<file path="config.mk">
export PLATFORM = sky130hd
export DESIGN_NAME = uart_readback_engine
export DESIGN_NICKNAME = d
export VERILOG_FILES = /design/src/rtl/uart_readback_engine.sv
export SDC_FILE = /design/constraint.sdc
export NUM_CORES = 1
export LEC_CHECK = 0
export ABC_CLOCK_PERIOD_IN_PS = 6100
export CAP_MARGIN = 20
export CORE_MARGIN = 8
export CORE_UTILIZATION = 55
export DETAILED_ROUTE_END_ITERATION = 6
export HOLD_SLACK_MARGIN = 0.05
export PLACE_DENSITY = 0.82
export SYNTH_ARGS = -nofsm -noshare
export SYNTH_HDL_FRONTEND = slang
export SYNTH_SLANG_ARGS = --single-unit
export TNS_END_PERCENT = 1
</file>
<file path="constraint.sdc">
create_clock -name clock -period 6.1 [get_ports clock]
set_input_delay 1.22 -clock clock [delete_from_list [all_inputs] [get_ports clock]]
set_output_delay 1.22 -clock clock [all_outputs]
set_load 0.005 [all_outputs]
</file>
<file path="src/rtl/uart_readback_engine.sv">
// UART read-back engine: decodes GET_RAM (0x11) / DSP_GET_REGS (0x21) and streams a status byte plus payload to TX.
// Optional trailing XOR checksum byte is enabled by defining UART_READBACK_CHECKSUM_EN.
module uart_readback_engine #(
   parameter int CLOCKS_PER_BIT = 40,
   parameter int READ_LATENCY   = 1,
   parameter int TX_SETTLE      = 2,
   parameter int DSP_REG_COUNT  = 128
) (
   input  logic        clock,
   input  logic        reset_n,
   input  logic [7:0]  in_uart_byte,
   input  logic        in_uart_byte_ready,
   input  logic        tx_uart_idle,
   output logic [7:0]  out_uart_byte,
   output logic        out_uart_byte_ready,
   output logic [15:0] ram_address,
   output logic        ram_re,
   input  logic [7:0]  ram_data_read,
   output logic [7:0]  dsp_reg_address,
   input  logic [7:0]  dsp_reg_data_out,
   output logic        busy
);

   localparam int TIMEOUT_CLKS = CLOCKS_PER_BIT * 12 * 512;
   localparam int TO_W         = $clog2(TIMEOUT_CLKS + 1);
   localparam logic [TO_W-1:0] TO_LIMIT    = TO_W'(TIMEOUT_CLKS);
   localparam logic [2:0]      LAT_LAST    = 3'(READ_LATENCY);
   localparam logic [7:0]      SETTLE_LAST = (TX_SETTLE > 1) ? 8'(TX_SETTLE - 1) : 8'd0;
   localparam logic [8:0]      DSP_REM     = 9'(DSP_REG_COUNT);

   typedef enum logic [3:0] {
      S_IDLE   = 4'd0,
      S_ARGS   = 4'd1,
      S_STATUS = 4'd2,
      S_FETCH  = 4'd3,
      S_SEND   = 4'd4,
      S_GAP    = 4'd5,
`ifdef UART_READBACK_CHECKSUM_EN
      S_CKSUM  = 4'd6,
`endif
      S_ERROR  = 4'd7,
      S_DONE   = 4'd8
   } state_t;

   state_t      state_q, state_d;
   logic [15:0] ram_addr_q, ram_addr_d;
   logic [7:0]  dsp_addr_q, dsp_addr_d;
   logic        ram_re_q, ram_re_d;
   logic [7:0]  out_byte_q, out_byte_d;
   logic        out_stb_q, out_stb_d;
   logic        busy_q, busy_d;
   logic        is_dsp_q, is_dsp_d;
   logic [8:0]  rem_q, rem_d;
   logic [1:0]  arg_idx_q, arg_idx_d;
   logic [TO_W-1:0] to_cnt_q, to_cnt_d;
   logic [2:0]  lat_q, lat_d;
   logic [7:0]  settle_q, settle_d;
   logic [7:0]  data_q, data_d;
`ifdef UART_READBACK_CHECKSUM_EN
   logic [7:0]  xor_q, xor_d;
`endif

   // State and datapath registers with synchronous active-low reset.
   always_ff @(posedge clock) begin
      if (!reset_n) begin
         state_q    <= S_IDLE;
         ram_addr_q <= 16'd0;
         dsp_addr_q <= 8'd0;
         ram_re_q   <= 1'b0;
         out_byte_q <= 8'd0;
         out_stb_q  <= 1'b0;
         busy_q     <= 1'b0;
         is_dsp_q   <= 1'b0;
         rem_q      <= 9'd0;
         arg_idx_q  <= 2'd0;
         to_cnt_q   <= '0;
         lat_q      <= 3'd0;
         settle_q   <= 8'd0;
         data_q     <= 8'd0;
`ifdef UART_READBACK_CHECKSUM_EN
         xor_q      <= 8'd0;
`endif
      end else begin
         state_q    <= state_d;
         ram_addr_q <= ram_addr_d;
         dsp_addr_q <= dsp_addr_d;
         ram_re_q   <= ram_re_d;
         out_byte_q <= out_byte_d;
         out_stb_q  <= out_stb_d;
         busy_q     <= busy_d;
         is_dsp_q   <= is_dsp_d;
         rem_q      <= rem_d;
         arg_idx_q  <= arg_idx_d;
         to_cnt_q   <= to_cnt_d;
         lat_q      <= lat_d;
         settle_q   <= settle_d;
         data_q     <= data_d;
`ifdef UART_READBACK_CHECKSUM_EN
         xor_q      <= xor_d;
`endif
      end
   end

   // Next-state and next-output logic; outputs are registered from the next state.
   always_comb begin
      state_d    = state_q;
      ram_addr_d = ram_addr_q;
      dsp_addr_d = dsp_addr_q;
      out_byte_d = out_byte_q;
      out_stb_d  = 1'b0;
      is_dsp_d   = is_dsp_q;
      rem_d      = rem_q;
      arg_idx_d  = arg_idx_q;
      to_cnt_d   = to_cnt_q;
      lat_d      = lat_q;
      settle_d   = settle_q;
      data_d     = data_q;
`ifdef UART_READBACK_CHECKSUM_EN
      xor_d      = xor_q;
`endif
      case (state_q)
         S_IDLE: begin
            if (in_uart_byte_ready && (in_uart_byte == 8'h11)) begin
               state_d   = S_ARGS;
               is_dsp_d  = 1'b0;
               arg_idx_d = 2'd0;
               to_cnt_d  = '0;
            end else if (in_uart_byte_ready && (in_uart_byte == 8'h21)) begin
               state_d    = S_STATUS;
               is_dsp_d   = 1'b1;
               dsp_addr_d = 8'd0;
               rem_d      = DSP_REM;
            end else begin
               state_d = S_IDLE;
            end
`ifdef UART_READBACK_CHECKSUM_EN
            xor_d = 8'd0;
`endif
         end
         S_ARGS: begin
            to_cnt_d = to_cnt_q + 1'b1;
            if (in_uart_byte_ready) begin
               arg_idx_d = arg_idx_q + 2'd1;
               case (arg_idx_q)
                  2'd0:    ram_addr_d[15:8] = in_uart_byte;
                  2'd1:    ram_addr_d[7:0]  = in_uart_byte;
                  2'd2: begin
                     rem_d   = {1'b0, in_uart_byte} + 9'd1;
                     state_d = S_STATUS;
                  end
                  default: arg_idx_d = 2'd0;
               endcase
            end else if (to_cnt_q >= TO_LIMIT) begin
               state_d = S_ERROR;
            end else begin
               state_d = S_ARGS;
            end
         end
         S_STATUS: begin
            if (tx_uart_idle) begin
               out_byte_d = 8'h00;
               out_stb_d  = 1'b1;
               settle_d   = 8'd0;
               state_d    = S_GAP;
            end else begin
               state_d = S_STATUS;
            end
         end
         S_FETCH: begin
            // Address has been stable since entry; data is valid READ_LATENCY clocks later.
            if (lat_q >= LAT_LAST) begin
               data_d  = is_dsp_q ? dsp_reg_data_out : ram_data_read;
               state_d = S_SEND;
            end else begin
               lat_d = lat_q + 3'd1;
            end
         end
         S_SEND: begin
            if (tx_uart_idle) begin
               out_byte_d = data_q;
               out_stb_d  = 1'b1;
               rem_d      = rem_q - 9'd1;
               settle_d   = 8'd0;
               state_d    = S_GAP;
`ifdef UART_READBACK_CHECKSUM_EN
               xor_d      = xor_q ^ data_q;
`endif
               if (is_dsp_q) begin
                  dsp_addr_d = dsp_addr_q + 8'd1;
               end else begin
                  ram_addr_d = ram_addr_q + 16'd1;
               end
            end else begin
               state_d = S_SEND;
            end
         end
         S_GAP: begin
            if (settle_q >= SETTLE_LAST) begin
               if (rem_q != 9'd0) begin
                  lat_d   = 3'd0;
                  state_d = S_FETCH;
               end else begin
`ifdef UART_READBACK_CHECKSUM_EN
                  state_d = S_CKSUM;
`else
                  state_d = S_DONE;
`endif
               end
            end else begin
               settle_d = settle_q + 8'd1;
            end
         end
`ifdef UART_READBACK_CHECKSUM_EN
         S_CKSUM: begin
            if (tx_uart_idle) begin
               out_byte_d = xor_q;
               out_stb_d  = 1'b1;
               state_d    = S_DONE;
            end else begin
               state_d = S_CKSUM;
            end
         end
`endif
         S_ERROR: begin
            if (tx_uart_idle) begin
               out_byte_d = 8'hFF;
               out_stb_d  = 1'b1;
               state_d    = S_DONE;
            end else begin
               state_d = S_ERROR;
            end
         end
         S_DONE: begin
            is_dsp_d   = 1'b0;
            ram_addr_d = 16'd0;
            dsp_addr_d = 8'd0;
            rem_d      = 9'd0;
            arg_idx_d  = 2'd0;
            state_d    = S_IDLE;
         end
         default: state_d = S_IDLE;
      endcase
      ram_re_d = (state_d == S_FETCH) && !is_dsp_d;
      busy_d   = (state_d != S_IDLE);
   end

   assign out_uart_byte       = out_byte_q;
   assign out_uart_byte_ready = out_stb_q;
   assign ram_address         = ram_addr_q;
   assign ram_re              = ram_re_q;
   assign dsp_reg_address     = dsp_addr_q;
   assign busy                = busy_q;

endmodule

</file>
; Word level (Yosys, flattened, before mapping)
; Index checks and enable logic that the tools add are counted.
[totals]
ff_bits = 88
latchBits = 0
mem_bits_rw = 0
rom_bits = 0
wordCells = 135
mem_count = 0
[op_classes]
addsub = 8
mul = 0
n_div = 0
n_lt_le_gt_ge = 3
eq_ne = 29
n_shift = 0
mux = 50
bitwise_logic = 0
n_reduce_logical = 30
[op_table]
columns = cell, n
row1 = $mux W8, 11
row2 = $mux W16, 3
row3 = $pmux W16 S3, 1
row4 = $pmux W8 S3, 2
row5 = $mux W9, 5
row6 = $pmux W18 S2, 1
row7 = $pmux W9 S4, 1
row8 = $pmux W4 S7, 1
row9 = $ne A2 B2 Y1 const B, 13
row10 = $mux W4, 6
row11 = $add A18 B1 Y18 const B, 1
row12 = $ge A18 B18 Y1 const B, 1
row13 = $mux W18, 1
row14 = $add A16 B1 Y16 const B, 1
row15 = $add A8 B1 Y8 const B, 2
row16 = $pmux W8 S2, 1
row17 = $mux W3, 5
row18 = $reduce_and A5 Y1, 3
row19 = $eq A4 B2 Y1 const B, 3
row20 = $eq A4 B3 Y1 const B, 3
row21 = $reduce_bool A3 Y1, 4
row22 = $mux W2, 5
row23 = $add A8 B1 Y9 const B, 1
row24 = $reduce_bool A9 Y1, 1
row25 = other kinds (28), 44

; Longest topological paths before layout
; Gate-level depths: netlist (run 1).
[depth]
word_depth = 7
mapped_depth = 9
ltp_nobuf = 8

; Worst setup path before layout (run 1)
; OpenSTA, ideal clock, no wires.
[synth_path]
kind = input-to-reg
from = input in_uart_byte[1]
to = register rem_q[6]
setup_time_ns = 0.116
t_arrival_ns = 2.856
path_slack_ns = 3.128
path_stages = 8
path_buffers = 1
cell_sequence = inv_1 -> ha_1 -> or4b_4 -> o31a_1 -> a211oi_4 -> buf_6 -> o221ai_2 -> o211a_1
[synth_via]
elab_chain_cells = 4
elab_cells_between_ends = 11
classes_between = add/sub: 1 / eq/ne: 4 / mux: 3 / reduce/logical: 3
[synth_rtl]
columns = element, line_no
row1 = start: declaration, 11  ; input logic [7:0] in_uart_byte,
row2 = "$add A8 B1 Y9, or another cell as far along", 148  ; rem_d = {1'b0, in_uart_byte} + 9'd1;
row3 = "$mux W9, or another cell as far along", 144  ; case (arg_idx_q)
row4 = $mux W9 or $ne A2 B2 Y1 (tied branches), n/a
row5 = $pmux W9 S4 or $reduce_and A6 Y1 (tied branches), n/a
row6 = end signal: assignment, 92  ; rem_q <= rem_d;
row7 = end: declaration, 53  ; logic [8:0] rem_q, rem_d;
; Parallel ways exist; a longest one is shown, timed or not. The select of a mux whose other input is x is not followed.
; A chain may end at the register's enable or synchronous reset.

; Worst setup path after layout (run 1)
[layout_path]
from = input in_uart_byte[0]
to = register rem_q[1]
; Same word-level chain as after synthesis.

==> results of run 1 <==
-- stage by stage --
step	power, mW	cell area (sq um)	setup slack (ns)	util
5_1_grt	1.05	5620	2.31	0.654
2_1_floorplan	0.617	4790	3.13	-
4_1_cts	1.03	5590	2.47	0.650
3_5_place_dp	0.649	5400	2.09	0.628
3_3_place_gp	0.648	5400	2.18	0.628
6_report	1.02	5620	2.45	0.654
-- flip-flops by register name (all words and copies together), names as in the netlist --
register and count:
dsp_reg_address 8, out_uart_byte 8, ram_address 16, arg_idx_q 2, ram_re 1, data_q 8
state_q 4, out_uart_byte_ready 1, to_cnt_q 18, settle_q 8, lat_q 3, rem_q 9
is_dsp_q 1, busy 1
-- worst register-to-register path, stage by stage (launching register included) --
cell and delay (ns):
dfxtp_1 0.73, nand3_1 0.88, o21ai_1 1.00, o21ai_0 0.23
a21oi_1 0.18
-- where the power goes --
part	total [mW]	internal [mW]	switching, mW
clock	0.387	0.163	0.224
combinational	0.0599	0.0268	0.0331
sequential	0.576	0.575	0.00139
-- synth_stat cells, types with 6 or more instances --
cell       n  share of area
and2_1     6         0.0078
a211oi_1  13          0.020
nor3_1    19          0.020
mux2i_1    9          0.019
clkbuf_1  21          0.016
a21oi_1   47          0.049
buf_2     13          0.014
ha_1      17          0.044
nand2b_1   8          0.010
dfxtp_1   88           0.37
a31oi_1   11          0.014
nand2_1   55          0.043
nand4_1   10          0.013
xor2_1    15          0.027
and3_1    13          0.017
o21ai_0   28          0.029
o22ai_1    6         0.0078
nand3_1   31          0.032
o21ai_1   15          0.016
a22oi_1    6         0.0094
inv_1     16          0.013
nor2_1    76          0.060
-- worst paths after layout --
path / to / from / slack (ns)
worst max-delay path: rem_q[1] / in_uart_byte[0] / 2.45
worst min-delay path: out_uart_byte[0] / out_uart_byte[0] / 0.46
worst max register to register: ram_address[14] / state_q[0] / 3.01
worst min register to register: out_uart_byte[0] / out_uart_byte[0] / 0.46
-- metal layers --
layer | track usage | up-vias | part of all wire | wire length [um]
met2 | 0.341 | 190 | 0.47 | 5860
met5 | 0 | - | 0 | 0
met4 | 0.0916 | 0 | 0.019 | 235
li1 | - | 2266 | - | -
met1 | 0.259 | 2196 | 0.44 | 5400
met3 | 0.0293 | 21 | 0.072 | 891
-- cell families (layout without fill, tap and decap cells) --
kind of cell,count (synthesis),in the layout,synth area share
fa+ha+maj,17,17,0.0444
buf+inv,55,101,0.0481
compound gates,167,167,0.224
xor+xnor,19,19,0.0348
flops,88,88,0.368
mux,10,10,0.0212
simple gates,252,252,0.259
-- area by class of cell --
cell class,instances,area share
flip-flops and latches,88,0.313
multi-input cells,465,0.498
clock inverters,6,0.00890
well taps,108,0.0240
clock buffers,10,0.0245
inverters,19,0.0127
repair buffers,66,0.119
==> results.md, run 1 <==
* Status: finished clean
* Max VDD drop at ~0.11 mV
* Min cycle time layout at around 3.7 ns
* Final Hold Viols at 0
* TritonCTS Sinks at between 80 and 90
* Max Clock Freq at roughly 270 MHz
* Row count at 34
* # DRC at 0
* Leakage power total at approximately 2 nW
* IO Count at 63
* CP max-delay cell: clkdlybuf4s50_1
* Maxcap violations at 0
* Worst-Margin Slew at 1.01 ns
* Area growth syn-to-layout at 17.4%
* Worst path cell trace: clkdlybuf4s50_1 > ha_1 > or4b_4 > o31a_1 > a211oi_4 > o221ai_1 > o21ai_1 > nor2_1
* Drt pass-1 iters at 5
* Reg2reg path depth at 4
* Vias in the first global route at 4200
* Largest net degree at the start of global routing at 54
* Setup TNS at 0 ns
* Ys async rst share at 0
* Synth Register Bits at 88
* Number of synthesized flops with an enable pin at 0
* CTS HTree Levels at 3
* Initial antenna violation count at 0
* Hold Path Class: register to register
* Final #Nets at between 600 and 700
* WP data required at 6.32 ns
* Vias after detailed routing at roughly 4700
* Hold buffers post-CTS at 0
* Worst-case hold slack at between 0.4 and 0.5 ns
* Commonest non-fill, non-tap cell in the layout: dfxtp_1
* DR iter-0 viols at approximately 380
* Initial core utilization at 0.557
* Seq/Total Area, Yosys at 0.368
* WS Path Type: primary input to register
* Syn_area_per_cell at 7.88 sq um
* Chip height at between 100 and 150 um
* Ys flop type: dfxtp_1
* Yosys Warn Count at 0
* Period utilization at 0.599
* Fillers at around 750
* Multi-input combinational cell area at approximately 2800 sq um
* Vias/cell at around 6.1
* Post-synthesis cell type count at 67
* Critical path endpoint category: register
* Syn nets at 653
* RSZ-0062 raised after global routing: false
* Layout cell share with drive strength beyond 1 at 0.0505
* Clock Skews at between 0.009 and 0.01 ns
* Hold path cells at 2
* CTS Root Cell: clkbuf_8
* Non-Filler Instances at between 700 and 800
* Longest Clk Path Bufs at 2
* Most frequent cells in the layout: dfxtp_1, nor2_1, clkdlybuf4s50_1, nand2_1, a21oi_1
* Crit path DAT at about 3.9 ns
* PwrDens at ~180 nW/um^2
* Post-Syn Area at between 4000 and 5000 sq um
* GRT Resource Usage Total at 0.205
* RD Place Congestion at 0.898
* Post-CTS Setup Repair Bufs at 0
* CTS tree: done
* Worst-Skew Late Latency at 0.36 ns
* ANT cells at 0
* Critical path depth in cells at 8
* Register Area at roughly 1800 sq um
* Area of the core at around 8600 sq um
* Post-Syn Instances at around 610
* First-pass GRT wire length at around 20 mm
* Startpoint types: primary input
* Top Family by Delay on Critical Path: compound AO/OA/AOI/OAI gates
* Drt total wl at about 12 mm
* Routed len/inst at ~16 um
* Placed cells at about 740
* Rel. slew slack at 0.324
* Overflow after GRT at 0
* Die area at about 12000 sq um
* Number of nets with antenna violations after detailed routing at 0
* # resized after CTS at 0
* Die Wd at 109 um
* Total clock buffers created by CTS at 9
* Crit path largest cell delay at about 0.61 ns
* Clock slew at reported path FFs at 0.10 ns
* I/O Buffers at between 60 and 70
* DP HPWL at between 8 and 9 mm
* Finish-stage setup viols at 0
* CP max FO at 16
* Worst Path Buf+Inv at 1
* Count of pins over their slew limit at 0
Power figures use the tool's default switching activity.
==> run 2: changes to the inputs <==
--- a/config.mk
+++ b/config.mk
@@ -5,13 +5,13 @@
 export SDC_FILE = /design/constraint.sdc
 export NUM_CORES = 1
 export LEC_CHECK = 0
-export ABC_CLOCK_PERIOD_IN_PS = 6100
+export ABC_CLOCK_PERIOD_IN_PS = 3100
 export CAP_MARGIN = 20
 export CORE_MARGIN = 8
-export CORE_UTILIZATION = 55
+export CORE_UTILIZATION = 50
 export DETAILED_ROUTE_END_ITERATION = 6
 export HOLD_SLACK_MARGIN = 0.05
-export PLACE_DENSITY = 0.82
+export PLACE_DENSITY = 0.78
 export SYNTH_ARGS = -nofsm -noshare
 export SYNTH_HDL_FRONTEND = slang
 export SYNTH_SLANG_ARGS = --single-unit
==> constraint.sdc (replaced) <==
create_clock -name clock -period 3.1 [get_ports clock]
set_input_delay 0.62 -clock clock [delete_from_list [all_inputs] [get_ports clock]]
set_output_delay 0.62 -clock clock [all_outputs]
set_load 0.005 [all_outputs]
==> run 2 against run 1 <==
Register-to-register slack got worse by 2.5 ns. Count of clock-buffer cells in the layout increased by 2. Via count increased by 0.64%. Wire length increased by 0.27%. First-iteration DRC count decreased by 24%. Clock power increased by 120%. Utilization decreased by 3.1 points. Flip-flop and latch count unchanged. Clock skew increased by 0.0010 ns. Sequential share of layout area decreased by 0.88 points. Largest cell class unchanged. Largest power group unchanged. Highest routed layer unchanged.
==> results.md, run 2 (synthesized netlist as in run 1, its figures left out) <==
* Clock slew at reported path FFs at 0.09 ns (about the same)
* Min cycle time layout at ~2.6 ns
* Drt pass-1 iters at 5 (unchanged)
* IO Count at 63 (unchanged)
* Overflow after GRT at 0 (unchanged)
* Largest net degree at the start of global routing at 29 (-46%)
* Critical path endpoint category: register
* Vias/cell at 5.87 (-4.3%)
* WS Path Type: primary input to register
* CTS tree: done
* Most frequent cells in the layout: dfxtp_1, nor2_1, clkdlybuf4s50_1, nand2_1, a21oi_1
* Vias in the first global route at 4477 (+6.6%)
* Final Hold Viols at 0 (unchanged)
* Utilization of the core after routing at 0.623 (-0.0311)
* Max reg flops at 18 (unchanged)
* PwrDens at 362 nW/um^2 (+99%)
* Vias after detailed routing at 4703 (+0.64%)
* Area growth syn-to-layout at 20.8%
* Hold buffers post-CTS at 0 (unchanged)
* Chip height at 114 um (+4.2%)
* Number of nets with antenna violations after detailed routing at 0 (unchanged)
* Routed len/inst at 15.5 um (-4.6%)
* Crit path DAT at 2.89 ns (-0.98 ns)
* Post-placement cell area at 5580 sq um (+3.3%)
* Hold path endpoint: out_uart_byte[0]
* DR iter-0 viols at 292 (-24%)
* Commonest non-fill, non-tap cell in the layout: dfxtp_1
* Initial antenna violation count at 0 (unchanged)
* Max Clock Freq at 378 MHz
* Area of the core at 9280 sq um (+8.0%)
* Biggest register: to_cnt_q
* Multi-input combinational cell area at 2800 sq um (unchanged)
* CP max FO at 13 (-3)
* Worst R2R End: to_cnt_q[7]
* Startpoint types: primary input
* Longest Clk Path Bufs at 2 (unchanged)
* Register Area at 1760 sq um (unchanged)
* Period utilization at 0.853
* HP Start: out_uart_byte[0]
* ANT cells at 0 (unchanged)
* CTS Root Cell: clkbuf_8
* Total clock buffers created by CTS at 9 (unchanged)
* Status: finished clean
* Clock Skews at 0.0106 ns (+0.00102 ns)
* Layout cell share with drive strength beyond 1 at 0.0744 (+0.0239)
* First-pass GRT wire length at 20.5 mm (+2.6%)
* Count of pins over their slew limit at 0 (unchanged)
* Rel. slew slack at 0.412 (+0.0889)
* Critical path startpoint: in_uart_byte[0]
* CTS HTree Levels at 3 (unchanged)
* Worst-Skew Late Latency at 0.36 ns (about the same)
* Die Wd at 114 um (+4.2%)
* # resized after CTS at 0 (unchanged)
* RD Place Congestion at 0.919 (+2.4%)
* Hold Path Class: register to register
* Leakage power total at 2.08 nW (+4.6%)
* Die area at 13000 sq um (+8.5%)
* Row count at 35 (+2.9%)
* Fillers at 809 (+7.3%)
* Worst-Margin Slew at 0.881 ns (-0.130 ns)
* Maxcap violations at 0 (unchanged)
* Setup TNS at 0 ns (unchanged)
* I/O Buffers at 62 (unchanged)
* Final #Nets at 712 (+2.6%)
* # DRC at 0 (unchanged)
* RSZ-0062 raised after global routing: false
* Initial core utilization at 0.516 (-0.0415)
* Reg-to-reg critical path startpoint: state_q[0]
* Hold path cells at 2 (unchanged)
* Slack of the worst reg-to-reg path at 0.49 ns (-2.52 ns)
* Post-CTS Setup Repair Bufs at 0 (unchanged)
* Reg2reg path depth at 6 (+2)
* WP data required at 3.35 ns (-2.97 ns)
* Max VDD drop at 0.234 mV (+110%)
* TritonCTS Sinks at 88 (unchanged)
* Post-route cell area at 5780 sq um (+2.9%)
* Finish-stage setup viols at 0 (unchanged)
* GRT Resource Usage Total at 0.189 (-0.0156)
* Drt total wl at 12.4 mm (+0.27%)
* DP HPWL at 8.95 mm (+4.1%)
==> run 2: cell count changes in the layout (fill, tap and decap cells not counted), sizes merged <==
cell	change
buf	+19
bufinv	+1
clkbuf	+1
clkinv	-1
clkinvlp	-1
inv	-1
==> run 2: how the worst max path moves through the flow <==
stage | depth (start not counted) | slack [ns] | endpoint
6_report | 9 | 0.46 | rem_q[2]
4_1_cts | 9 | 0.46 | rem_q[2]
2_1_floorplan | 8 | 0.73 | rem_q[6]
3_5_place_dp | 9 | 0.08 | rem_q[2]
3_3_place_gp | 9 | 0.15 | rem_q[3]
5_1_grt | 9 | 0.34 | rem_q[2]
==> run 2: critical path, stage by stage <==
cell and delay (ns):
clkdlybuf4s50_1 0.49, ha_1 0.14, or4b_4 0.49, o31a_1 0.40, a211oi_4 0.17, buf_4 0.22
o21ai_1 0.09, a22oi_1 0.20, nor2_1 0.07
==> run 2: cell type report <==
cell class              count  area share
multi-input cells         465       0.484
repair buffers             84       0.136
inverters                  19      0.0123
flip-flops and latches     88       0.305
clock buffers              12      0.0268
well taps                 129      0.0279
clock inverters             4     0.00887
==> run 2: where the power goes <==
| part | total, mW | internal, mW | switching [mW] |
|---|---|---|---|
| Sequential | 1.13 | 1.13 | 0.00236 |
| Combinational | 0.126 | 0.0605 | 0.0656 |
| Clock | 0.836 | 0.419 | 0.417 |
==> run 2: per-layer routing <==
| layer | wire (um) | vias to the layer above | share of wire | track usage |
|---|---|---|---|---|
| li1 | - | 2310 | - | - |
| met1 | 5460 | 2208 | 0.44 | 0.221 |
| met2 | 5850 | 160 | 0.47 | 0.320 |
| met3 | 844 | 25 | 0.068 | 0.0491 |
| met4 | 263 | 0 | 0.021 | 0.0825 |
| met5 | 0 | - | 0 | 0 |
==> run 2: stage by stage <==
step	power, mW	instances	hold WS, ns	worst slack [ns]
6_report	2.10	801	0.470	0.456
4_1_cts	2.11	801	0.473	0.458
2_1_floorplan	1.21	608	0.434	0.728
5_1_grt	2.17	801	0.498	0.341
3_3_place_gp	1.28	785	0.442	0.149
3_5_place_dp	1.28	785	0.455	0.0836
==> run 3: changes to the inputs <==
--- a/config.mk
+++ b/config.mk
@@ -10,7 +10,7 @@
 export CORE_MARGIN = 8
 export CORE_UTILIZATION = 50
 export DETAILED_ROUTE_END_ITERATION = 6
-export HOLD_SLACK_MARGIN = 0.05
+export HOLD_SLACK_MARGIN = 0.15
 export PLACE_DENSITY = 0.78
 export SYNTH_ARGS = -nofsm -noshare
 export SYNTH_HDL_FRONTEND = slang
==> results of run 3 <==
The final DEF is identical to that of run 2; final timing and power are the same.
